`config.mk`:
```
export PLATFORM = sky130hd
export DESIGN_NAME = rsa_mod_in_deserializer
export DESIGN_NICKNAME = d
export VERILOG_FILES = /design/src/rtl/rsa_mod_in_deserializer.sv
export SDC_FILE = /design/constraint.sdc
export NUM_CORES = 1
export LEC_CHECK = 0
export ABC_AREA = 1
export ABC_CLOCK_PERIOD_IN_PS = 1870
export CELL_PAD_IN_SITES_DETAIL_PLACEMENT = 1
export CELL_PAD_IN_SITES_GLOBAL_PLACEMENT = 1
export CORE_AREA = 2 2 314 316
export CTS_CLUSTER_DIAMETER = 80
export DETAILED_ROUTE_END_ITERATION = 16
export DIE_AREA = 0 0 316 318
export PLACE_DENSITY = 0.82
export REMOVE_ABC_BUFFERS = 1
export SLEW_MARGIN = 5
export SYNTH_ARGS = -nofsm -noshare
export SYNTH_HDL_FRONTEND = slang
export SYNTH_SLANG_ARGS = --single-unit
```
`constraint.sdc`:
```
create_clock -name clk -period 1.87 [get_ports clk]
set_input_delay 0.374 -clock clk [delete_from_list [all_inputs] [get_ports clk]]
set_output_delay 0.374 -clock clk [all_outputs]
set_load 0.02 [all_outputs]
```
`src/rtl/rsa_mod_in_deserializer.sv`:
```
// Collects 3*WORDS stream words into one {msg, key, modulus} operand struct for the RSA core.
// o_data packs msg in the top MOD_WIDTH bits, then key, then modulus in the low bits.
module rsa_mod_in_deserializer #(
  parameter int unsigned MOD_WIDTH = 256,
  parameter int unsigned INT_WIDTH = 32
) (
  input  logic                   clk,
  input  logic                   rst_n,
  input  logic                   i_valid,
  output logic                   i_ready,
  input  logic [INT_WIDTH-1:0]   i_data,
  output logic                   o_valid,
  input  logic                   o_ready,
  output logic [3*MOD_WIDTH-1:0] o_data
);

  localparam int unsigned Words    = MOD_WIDTH / INT_WIDTH;
  localparam int unsigned WordIdxW = (Words > 1) ? $clog2(Words) : 1;

  typedef enum logic [0:0] {StCollect, StOut} state_e;

  state_e                 state_q, state_d;
  logic [WordIdxW-1:0]    word_idx_q, word_idx_d;
  logic [1:0]             field_idx_q, field_idx_d;
  logic                   i_ready_q, i_ready_d;
  logic                   o_valid_q, o_valid_d;
  logic [3*MOD_WIDTH-1:0] data_q, data_d;

  logic word_accept;
  logic last_in_field;
  logic last_word;

  // i_ready_q is only ever set while collecting, so it alone qualifies a word transfer.
  assign word_accept   = i_valid && i_ready_q;
  assign last_in_field = (word_idx_q == WordIdxW'(Words - 1));
  assign last_word     = last_in_field && (field_idx_q == 2'd2);

  always_comb begin
    state_d     = state_q;
    word_idx_d  = word_idx_q;
    field_idx_d = field_idx_q;
    i_ready_d   = i_ready_q;
    o_valid_d   = o_valid_q;
    data_d      = data_q;

    unique case (state_q)
      StCollect: begin
        i_ready_d = 1'b1;
        o_valid_d = 1'b0;
        if (word_accept) begin
          // Field 0 (msg) occupies the top slice, field 2 (modulus) the bottom.
          for (int unsigned f = 0; f < 3; f++) begin
            for (int unsigned w = 0; w < Words; w++) begin
              if (field_idx_q == 2'(f) && word_idx_q == WordIdxW'(w)) begin
                data_d[(2 - f) * MOD_WIDTH + w * INT_WIDTH +: INT_WIDTH] = i_data;
              end
            end
          end
          if (last_word) begin
            state_d     = StOut;
            word_idx_d  = '0;
            field_idx_d = '0;
            i_ready_d   = 1'b0;
            o_valid_d   = 1'b1;
          end else if (last_in_field) begin
            word_idx_d  = '0;
            field_idx_d = field_idx_q + 2'd1;
          end else begin
            word_idx_d  = word_idx_q + WordIdxW'(1);
          end
        end
      end
      StOut: begin
        i_ready_d = 1'b0;
        o_valid_d = 1'b1;
        if (o_valid_q && o_ready) begin
          state_d   = StCollect;
          o_valid_d = 1'b0;
          i_ready_d = 1'b1;
        end
      end
      default: begin
        state_d = StCollect;
      end
    endcase
  end

  always_ff @(posedge clk) begin
    if (!rst_n) begin
      state_q     <= StCollect;
      word_idx_q  <= '0;
      field_idx_q <= '0;
      i_ready_q   <= 1'b0;
      o_valid_q   <= 1'b0;
      data_q      <= '0;
    end else begin
      state_q     <= state_d;
      word_idx_q  <= word_idx_d;
      field_idx_q <= field_idx_d;
      i_ready_q   <= i_ready_d;
      o_valid_q   <= o_valid_d;
      data_q      <= data_d;
    end
  end

  assign i_ready = i_ready_q;
  assign o_valid = o_valid_q;
  assign o_data  = data_q;

endmodule
```
==> results of run 1 <==
[layout by cell type, fill, tap and decap left out]
cell type,instances
nor2_1,1161
nand2_1,791
dfxtp_1,773
nand3_1,768
dlygate4sd2_1,763
a21oi_1,388
buf_12,117
clkbuf_16,98
buf_4,88
clkdlybuf4s50_1,34
inv_2,32
clkbuf_8,21
nor2_4,19
nor2_2,19
clkbuf_1,19
clkinv_2,15
inv_1,14
ha_1,6
clkdlybuf4s15_1,6
bufinv_16,5
nand2_4,4
diode_2,3
nand2_2,3
o21ai_0,3
inv_6,3
clkinv_1,2
inv_8,2
clkinvlp_4,2
dfxtp_2,2
or2_2,1
clkinv_8,1
buf_6,1
dlygate4sd3_1,1
buf_8,1
clkdlybuf4s15_2,1
[flip-flops by register name, indices dropped and copies added, names as in the netlist]
name,flops
o_data,768
word_idx_q,3
field_idx_q,2
i_ready,1
o_valid,1
[per-layer routing]
layer,routed length [µm],vias to the layer above,part of all wire [%]
li1,-,15485,-
met1,59500,16850,40
met2,70100,1422,47
met3,9870,425,6.6
met4,9670,4,6.5
met5,27,-,0.018
[where the power goes]
part	internal, mW	total [mW]	switching, mW
combinational	0.964	3.14	2.18
clock	10.5	17.8	7.38
sequential	16.6	16.7	0.105
total	28.1	37.7	9.66
[logic make-up (layout without fill, tap and decap cells)]
kind of cell | after synthesis | after routing | share of synthesized area, %
simple gates | 2766 | 2766 | 36.9
flops | 775 | 775 | 50.1
buf+inv | 472 | 1226 | 6.49
compound gates | 391 | 391 | 6.32
fa+ha+maj | 6 | 6 | 0.242
other cells | 0 | 3 | 0
[cell type report]
class,count,area (µm²)
Multi-Input combinational cell,3163,13600
Inverter,48,180
Clock buffer,131,2640
Tap cell,1287,1610
Fill cell,12229,53200
Timing Repair Buffer,1019,10300
Clock inverter,28,305
Sequential cell,775,15500
Antenna cell,3,7.51
[metrics by stage]
stage                     cells  total power [mW]
final                      6454              37.7
after global routing       6452              38.8
after CTS                  6434              37.9
after detailed placement   6274              20.3
after global placement     6274              20.2
after floorplan            3986              18.3
[Yosys cell counts]
cell	instances
nor2_1	1178
o21ai_0	3
inv_1	46
nor2_4	2
or2_2	1
a21oi_1	388
nand3_1	768
nand2_1	796
buf_4	1
dfxtp_1	775
nand2_2	2
buf_2	188
nor2_2	19
buf_1	125
clkbuf_1	110
ha_1	6
inv_2	2
[path summary, 6_finish.rpt]
path                                  from                       end  slack, ns
hold / removal                   i_data[1]  o_data[609]$_SDFFE_PN0P_       0.44
setup reg to reg        i_ready$_SDFF_PN0_  o_data[406]$_SDFFE_PN0P_       0.08
hold reg to reg    o_data[92]$_SDFFE_PN0P_   o_data[92]$_SDFFE_PN0P_       0.47
setup / recovery  o_data[218]$_SDFFE_PN0P_               o_data[218]       0.03
[repair_timing]
action / in CTS / in global routing
resized for setup: 779 / 10
endpoints found under the setup margin: 779 / 197
pin swaps: 0 / 6
hold endpoints to repair: 2 / 0
buffers inserted: 0 / 9
cloned: 0 / 8
hold buffers: 1 / 0
==> impl_metrics.tcl, run 1 <==
set metrics [dict create \
    syn_area_per_cell_um2 7.02 \
    ys_warn_count 0 \
    clk_pin_slew_ns 0.06 \
    die_area_um2 100000 \
    hold_viol 0 \
    antenna_found_initial 4 \
    synth_cell_types 17 \
    setup_ws_ns 0.0271 \
    postLayoutCellArea_um2 44200 \
    postPlaceCellArea_um2 41800 \
    dp_slack_ns -0.305 \
    track_usage_pct 27.7 \
    tightest_slew_ns 0.416 \
    top_usage_layer "met2" \
    drt-initial-drc-count 3272 \
    grt_pass1_wl_mm 211 \
    drv_slew 0 \
    final_antenna_net_count 0 \
    die_w_um 316 \
    cap_viol_max_count 0 \
    finClkSkew_ns 0.0173 \
    fmax_mhz 543 \
    gp_congestion 0.813 \
    path_depth 1 \
    setup_violations 0 \
    finalNetCount 5137 \
    rsz0062_at_grt "false" \
    grt_use_met2_pct 45.8 \
    hold_class "in2reg" \
    finalCritPeriodShare_pct 98.6 \
    clockRootBuffer "clkbuf_16" \
    r2r_cells 7 \
    port_buffers 805 \
    drt_wl_total_mm 149 \
    grt_max_degree 74 \
    grtUsageMet3_pct 4.97 \
    cts-htree-levels 3 \
    path_cells "dlygate4sd2_1" \
    overflow 0 \
    critPathCaptureType "output port" \
    grt_util_met1_pct 33.3 \
    dr.pass1.iters 5 \
    initial_core_util_pct 31.8 \
    syn_to_final_growth_pct 42.6 \
    cp.buffers_inverters 1 \
    worstSetupPathType "reg2out" \
    p_per_area_nw_per_um2 854 \
    dp.final_hpwl_mm 94.2 \
    min_delay_path_depth 5 \
    cp-start-kind "flip-flop" \
    timing.hold.ws_ns 0.439 \
    core-area_um2 97400 \
    synth_area_um2 31000 \
    yosys-top-cells-area "dfxtp_1, nor2_1, nand3_1" \
    synth_top_area_cell "dfxtp_1" \
    cts_tree "yes" \
    required_ns 1.50 \
    synth.yosys.seq_area_share_pct 50.1 \
    grt_pass1_vias 33189 \
    max_slew_margin_pct 72.3 \
    synth_top_area_share_pct 50.1 \
    cts_made_buffers 88 \
    worstSkewPairLatency_ns 0.67 \
    critical_path_arrival_ns 1.47 \
    status "complete, no violations" \
    num_vias 34186 \
    cts.path.max_buffers 3 \
    ios 806 \
    final_util_pct 45.3 \
    ys_ff_latch 775 \
    slowest_delay_ns 0.41 \
    final.setup.tns_ns 0 \
    synth_cells 4410 \
    drc 0 \
    wl_per_cell_um 23.1 \
    viasPerCell 5.30 \
    cpMaxStageDelayCell "dfxtp_1" \
    cts.sinks 775 \
    rows 115 \
    p_leak_nw 20.9 \
    die_h_um 318 \
    crit_fanout 2 \
    ir_worst_vdd_mv 0.649 \
    layout_min_cycle_time_ns 1.84 \
    layout-drive-gt1-share_pct 8.42 \
    cp_top_family "flip-flops" \
]
Power figures use the tool's default switching activity.
==> run 2: changes to the inputs <==
RECOVER_POWER = 25   (was not set)
==> run 2 against run 1 <==
  * Die area is the same
  * Clock power about the same
  * Via count rose by 0.24%
  * Non-clock buffer count did not move
  * Critical endpoint unchanged
  * Count of clock-buffer cells in the layout unchanged
  * Flip-flop and latch count did not move
  * Sequential share of layout area increased by 0.099 points
  * Fmax about the same
  * Setup slack improved by 0.0017 ns
  * Core utilization decreased by 0.13 points
  * Register-to-register slack about the same
  * Global-route usage did not move
  * Largest cell class unchanged
==> impl_metrics.tcl, run 2 (synthesis results as in run 1) <==
set metrics [dict create \
    critical_path_arrival_ns 1.47 \
    gp_congestion 0.813 \
    hold_viol 0 \
    postLayoutCellArea_um2 44000 \
    die_area_um2 100000 \
    drt_wl_total_mm 149 \
    cts-htree-levels 3 \
    worstSkewPairLatency_ns 0.68 \
    clockRootBuffer "clkbuf_16" \
    min_delay_path_depth 5 \
    dp.final_hpwl_mm 94.2 \
    drv_slew 0 \
    port_buffers 805 \
    grt_pass1_vias 33189 \
    cp-start-kind "flip-flop" \
    final_common_cell "nor2_1" \
    setup_violations 0 \
    final_util_pct 45.2 \
    seq_area_um2 15500 \
    p_per_area_nw_per_um2 856 \
    cts_made_buffers 88 \
    cts.sinks 775 \
    r2r_end "o_data[603]$_SDFFE_PN0P_" \
    tightest_slew_ns 0.413 \
    wl_met2_mm 70.3 \
    viasPerCell 5.31 \
    ir_worst_vdd_mv 0.647 \
    multi_input_area_um2 13600 \
    die_w_um 316 \
    postPlaceCellArea_um2 41800 \
    cts_tree "yes" \
    dr.max_layer_used "met5" \
    drt-initial-drc-count 3246 \
    layout-drive-gt1-share_pct 8.25 \
    setup_ws_ns 0.0287 \
    finalCritPeriodShare_pct 98.5 \
    required_ns 1.50 \
    cts.path.max_buffers 3 \
    fmax_mhz 543 \
    final_cell_mix "nor2_1, nand2_1, dfxtp_1" \
    hold_class "in2reg" \
    wl_met1_mm 59.4 \
    largest_register_ffs 768 \
    overflow 0 \
    path_cells "dlygate4sd2_1" \
    layout_min_cycle_time_ns 1.84 \
    cap_viol_max_count 0 \
    final_antenna_net_count 0 \
    finClkSkew_ns 0.0194 \
    drc 0 \
    grt_max_degree 74 \
    critPathCaptureType "output port" \
    r2r_slack_ns 0.07 \
    r2r_cells 8 \
    clk_pin_slew_ns 0.06 \
    worstSetupPathType "reg2out" \
    max_slew_margin_pct 72.5 \
    core-area_um2 97400 \
    antenna_found_initial 4 \
    crit_fanout 2 \
    initial_core_util_pct 31.8 \
    finalNetCount 5137 \
    min_from "i_data[1]" \
    cp_top_family "flip-flops" \
    hold_end "o_data[609]$_SDFFE_PN0P_" \
    cp.buffers_inverters 1 \
    wl_met3_mm 9.77 \
    dr.pass1.iters 5 \
    syn_to_final_growth_pct 42.2 \
    track_usage_pct 27.7 \
    cpMaxStageDelayCell "dfxtp_1" \
    wl_per_cell_um 23.1 \
    p_leak_nw 20.9 \
    num_vias 34268 \
    dp_slack_ns -0.305 \
    die_h_um 318 \
    slowest_delay_ns 0.41 \
    rows 115 \
    grt_pass1_wl_mm 211 \
    status "complete, no violations" \
    worstReg2RegStart "i_ready$_SDFF_PN0_" \
    ios 806 \
    nFillCells 12246 \
]
==> run 2: cell count changes in the layout (fill, tap and decap cells not counted) <==
cell	previous run	this run
buf_12	117	108
buf_6	1	10
buf_4	88	80
nor2_1	1161	1168
nor2_2	19	14
clkbuf_2	0	4
clkbuf_1	19	21
clkbuf_4	0	2
nor2_4	19	17
==> run 2: power by group <==
group	switching, mW	leakage [nW]	internal (mW)
clock	7.38	1.46	10.5
combinational	2.17	13.2	0.948
sequential	0.105	6.25	16.6
==> run 2: per-layer routing <==
metal	GRT usage, %	vias to the layer above
met5	0	-
met4	16.7	6
met3	4.97	408
met2	45.8	1437
met1	33.3	16933
li1	-	15484
==> run 2: metrics by stage <==
| step | power [mW] | TNS, ns | cells | hold slack, ns |
|---|---|---|---|---|
| after floorplan | 18.3 | - | 3986 | 0.497 |
| after global placement | 20.2 | -124.29 | 6274 | 0.460 |
| after detailed placement | 20.3 | -160.87 | 6274 | 0.467 |
| after CTS | 37.9 | 0 | 6434 | 0.406 |
| after global routing | 38.7 | -0.00507 | 6452 | 0.443 |
| final | 37.7 | 0 | 6454 | 0.435 |
==> run 2: what timing repair did <==
action / in CTS / in global routing
gates resized for setup: 779 / 10
cloned: 0 / 8
setup buffers: 0 / 9
hold buffers: 1 / 0
setup endpoints to repair: 779 / 197
pin swaps: 0 / 6
hold endpoints to repair: 2 / 0
==> run 2: worst max-delay path by stage <==
| stage | start | cells past startpoint | end | slack [ns] |
|---|---|---|---|---|
| final | o_data[218]$_SDFFE_PN0P_ | 1 | o_data[218] | 0.03 |
| after detailed placement | i_valid | 8 | o_data[5]$_SDFFE_PN0P_ | -0.30 |
| after CTS | o_data[530]$_SDFFE_PN0P_ | 1 | o_data[530] | 0.00007 |
| after global routing | word_idx_q[0]$_SDFFE_PN0P_ | 9 | o_data[589]$_SDFFE_PN0P_ | -0.004 |
| after global placement | i_valid | 8 | o_data[60]$_SDFFE_PN0P_ | -0.24 |
| after floorplan | i_ready$_SDFF_PN0_ | 3 | word_idx_q[2]$_SDFFE_PN0P_ | -19.27 |
==> run 2: layout make-up <==
type	count	share of cell area (%)
Timing Repair Buffer	1019	23.2
Antenna cell	3	0.0170
Tap cell	1287	3.66
Multi-Input combinational cell	3163	30.8
Sequential cell	775	35.2
Clock inverter	28	0.693
Inverter	48	0.409
Clock buffer	131	5.99
==> run 3: changes to the inputs <==
MAX_ROUTING_LAYER = met4   (was not set)
PLACE_DENSITY = not set   (was 0.82)
PLACE_DENSITY_LB_ADDON = 0.1   (was not set)
RECOVER_POWER = not set   (was 25)
==> run 3 against run 2 <==
  * First-iteration DRC count shrank 26%
  * Register-to-register slack gained 0.08 ns
  * Cell area is essentially flat
  * Via count shrank 4.8%
  * Global-route usage grew 1.2 points
  * Flip-flop and latch count is the same
  * Critical path depth is the same
  * Highest routed layer is now met4
  * Fmax grew 0.56%
  * Critical path type unchanged
  * Sequential share of layout area is essentially flat
==> impl_metrics.tcl, run 3 (synthesis results as in run 1) <==
set metrics [dict create \
    crit_fanout 2 \
    drt-initial-drc-count 2386 \
    critical_path_arrival_ns 1.46 \
    viasPerCell 5.06 \
    die_h_um 318 \
    worstSkewPairLatency_ns 0.67 \
    p_leak_nw 20.7 \
    clockRootBuffer "clkbuf_16" \
    rows 115 \
    status "complete, no violations" \
    dp.final_hpwl_mm 99.1 \
    gp_congestion 0.791 \
    worstSetupPathType "reg2out" \
    largest_register_ffs 768 \
    clk_pin_slew_ns 0.06 \
    overflow 0 \
    initial_core_util_pct 31.8 \
    final_cell_mix "nor2_1, nand2_1, dfxtp_1" \
    p_per_area_nw_per_um2 839 \
    cts_made_buffers 88 \
    drt_wl_total_mm 148 \
    cts_tree "yes" \
    cp-start-kind "flip-flop" \
    setup_violations 0 \
    num_vias 32623 \
    hold_viol 0 \
    core-area_um2 97400 \
    critPathCaptureType "output port" \
    layout_min_cycle_time_ns 1.83 \
    ctsHoldBuffers 0 \
    grt_max_degree 129 \
    wl_per_cell_um 23.0 \
    grt_pass1_wl_mm 211 \
    rsz0062_at_grt "false" \
    syn_to_final_growth_pct 42.1 \
    ir_worst_vdd_mv 0.607 \
    antenna_found_initial 1 \
    fmax_mhz 546 \
    cp.buffers_inverters 1 \
    cts.sinks 775 \
    setup.worst_path.start "o_data[746]$_SDFFE_PN0P_" \
    track_usage_pct 28.9 \
    min_from "rst_n" \
    cts.path.max_buffers 3 \
    die_area_um2 100000 \
    hold_class "in2reg" \
    grt_pass1_vias 31246 \
    cts-htree-levels 3 \
    drv_slew 0 \
    die_w_um 316 \
    dr.pass1.iters 5 \
    max_slew_margin_pct 58.5 \
    path_cells "dlygate4sd2_1" \
    finClkSkew_ns 0.0280 \
    cap_viol_max_count 0 \
    worstReg2RegStart "field_idx_q[0]$_SDFFE_PN0P_" \
    final_util_pct 45.2 \
    nFillCells 12068 \
    drc 0 \
    finalNetCount 5135 \
    final_antenna_net_count 0 \
    cp_top_family "flip-flops" \
    port_buffers 805 \
    cpMaxStageDelayCell "dfxtp_1" \
    final_common_cell "nor2_1" \
    final.setup.tns_ns 0 \
    finalCritPeriodShare_pct 97.9 \
    required_ns 1.50 \
    slowest_delay_ns 0.43 \
    ios 806 \
    finalPower_mw 36.9 \
    tightest_slew_ns 0.623 \
    layout-drive-gt1-share_pct 8.38 \
]
-- run 3: where the power goes --
| group | internal, mW | switching [mW] |
|---|---|---|
| Clock | 9.68 | 7.41 |
| Sequential | 16.6 | 0.0985 |
| Combinational | 0.979 | 2.12 |
-- run 3: worst paths after layout --
path	slack [ns]	cells past startpoint	to
max reg2reg	0.15	7	o_data[91]$_SDFFE_PN0P_
min	0.05	3	o_data[179]$_SDFFE_PN0P_
min reg2reg	0.47	2	o_data[523]$_SDFFE_PN0P_
max	0.04	1	o_data[746]
-- run 3: through the flow --
step / cells / worst slack (ns) / cell area, µm² / hold slack, ns
CTS: 6439 / 0.000620 / 43900 / 0.00596
floorplan: 3986 / -19.27 / 29100 / 0.497
detailed placement: 6284 / -0.260 / 42000 / 0.467
global placement: 6284 / -0.256 / 42000 / 0.459
global route: 6445 / 0.00181 / 44000 / 0.0295
finish: 6447 / 0.0389 / 44000 / 0.0471
-- run 3: what timing repair did --
action	CTS	global route
gates resized for setup	805	13
setup endpoints to repair	771	230
pin swaps	0	2
gates cloned	0	3
setup buffers	0	3
-- run 3: layer usage --
| metal | part of all wire (%) | up-vias | GRT usage [%] | wire length [µm] |
|---|---|---|---|---|
| met3 | 6.2 | 233 | 5.59 | 9220 |
| li1 | - | 15486 | - | - |
| met1 | 41 | 15938 | 34.4 | 61100 |
| met4 | 4.1 | 0 | 11.8 | 6080 |
| met2 | 48 | 966 | 47.8 | 71600 |
| met5 | 0 | - | - | 0 |
-- run 3: layout make-up --
type	count	area, µm²	area share [%]
Tap cell	1287	1610	3.66
Sequential cell	775	15500	35.3
Multi-Input combinational cell	3163	13600	30.9
Clock buffer	128	2530	5.75
Inverter	48	180	0.409
Antenna cell	2	5.00	0.0114
Timing Repair Buffer	1017	10300	23.5
Clock inverter	27	244	0.554
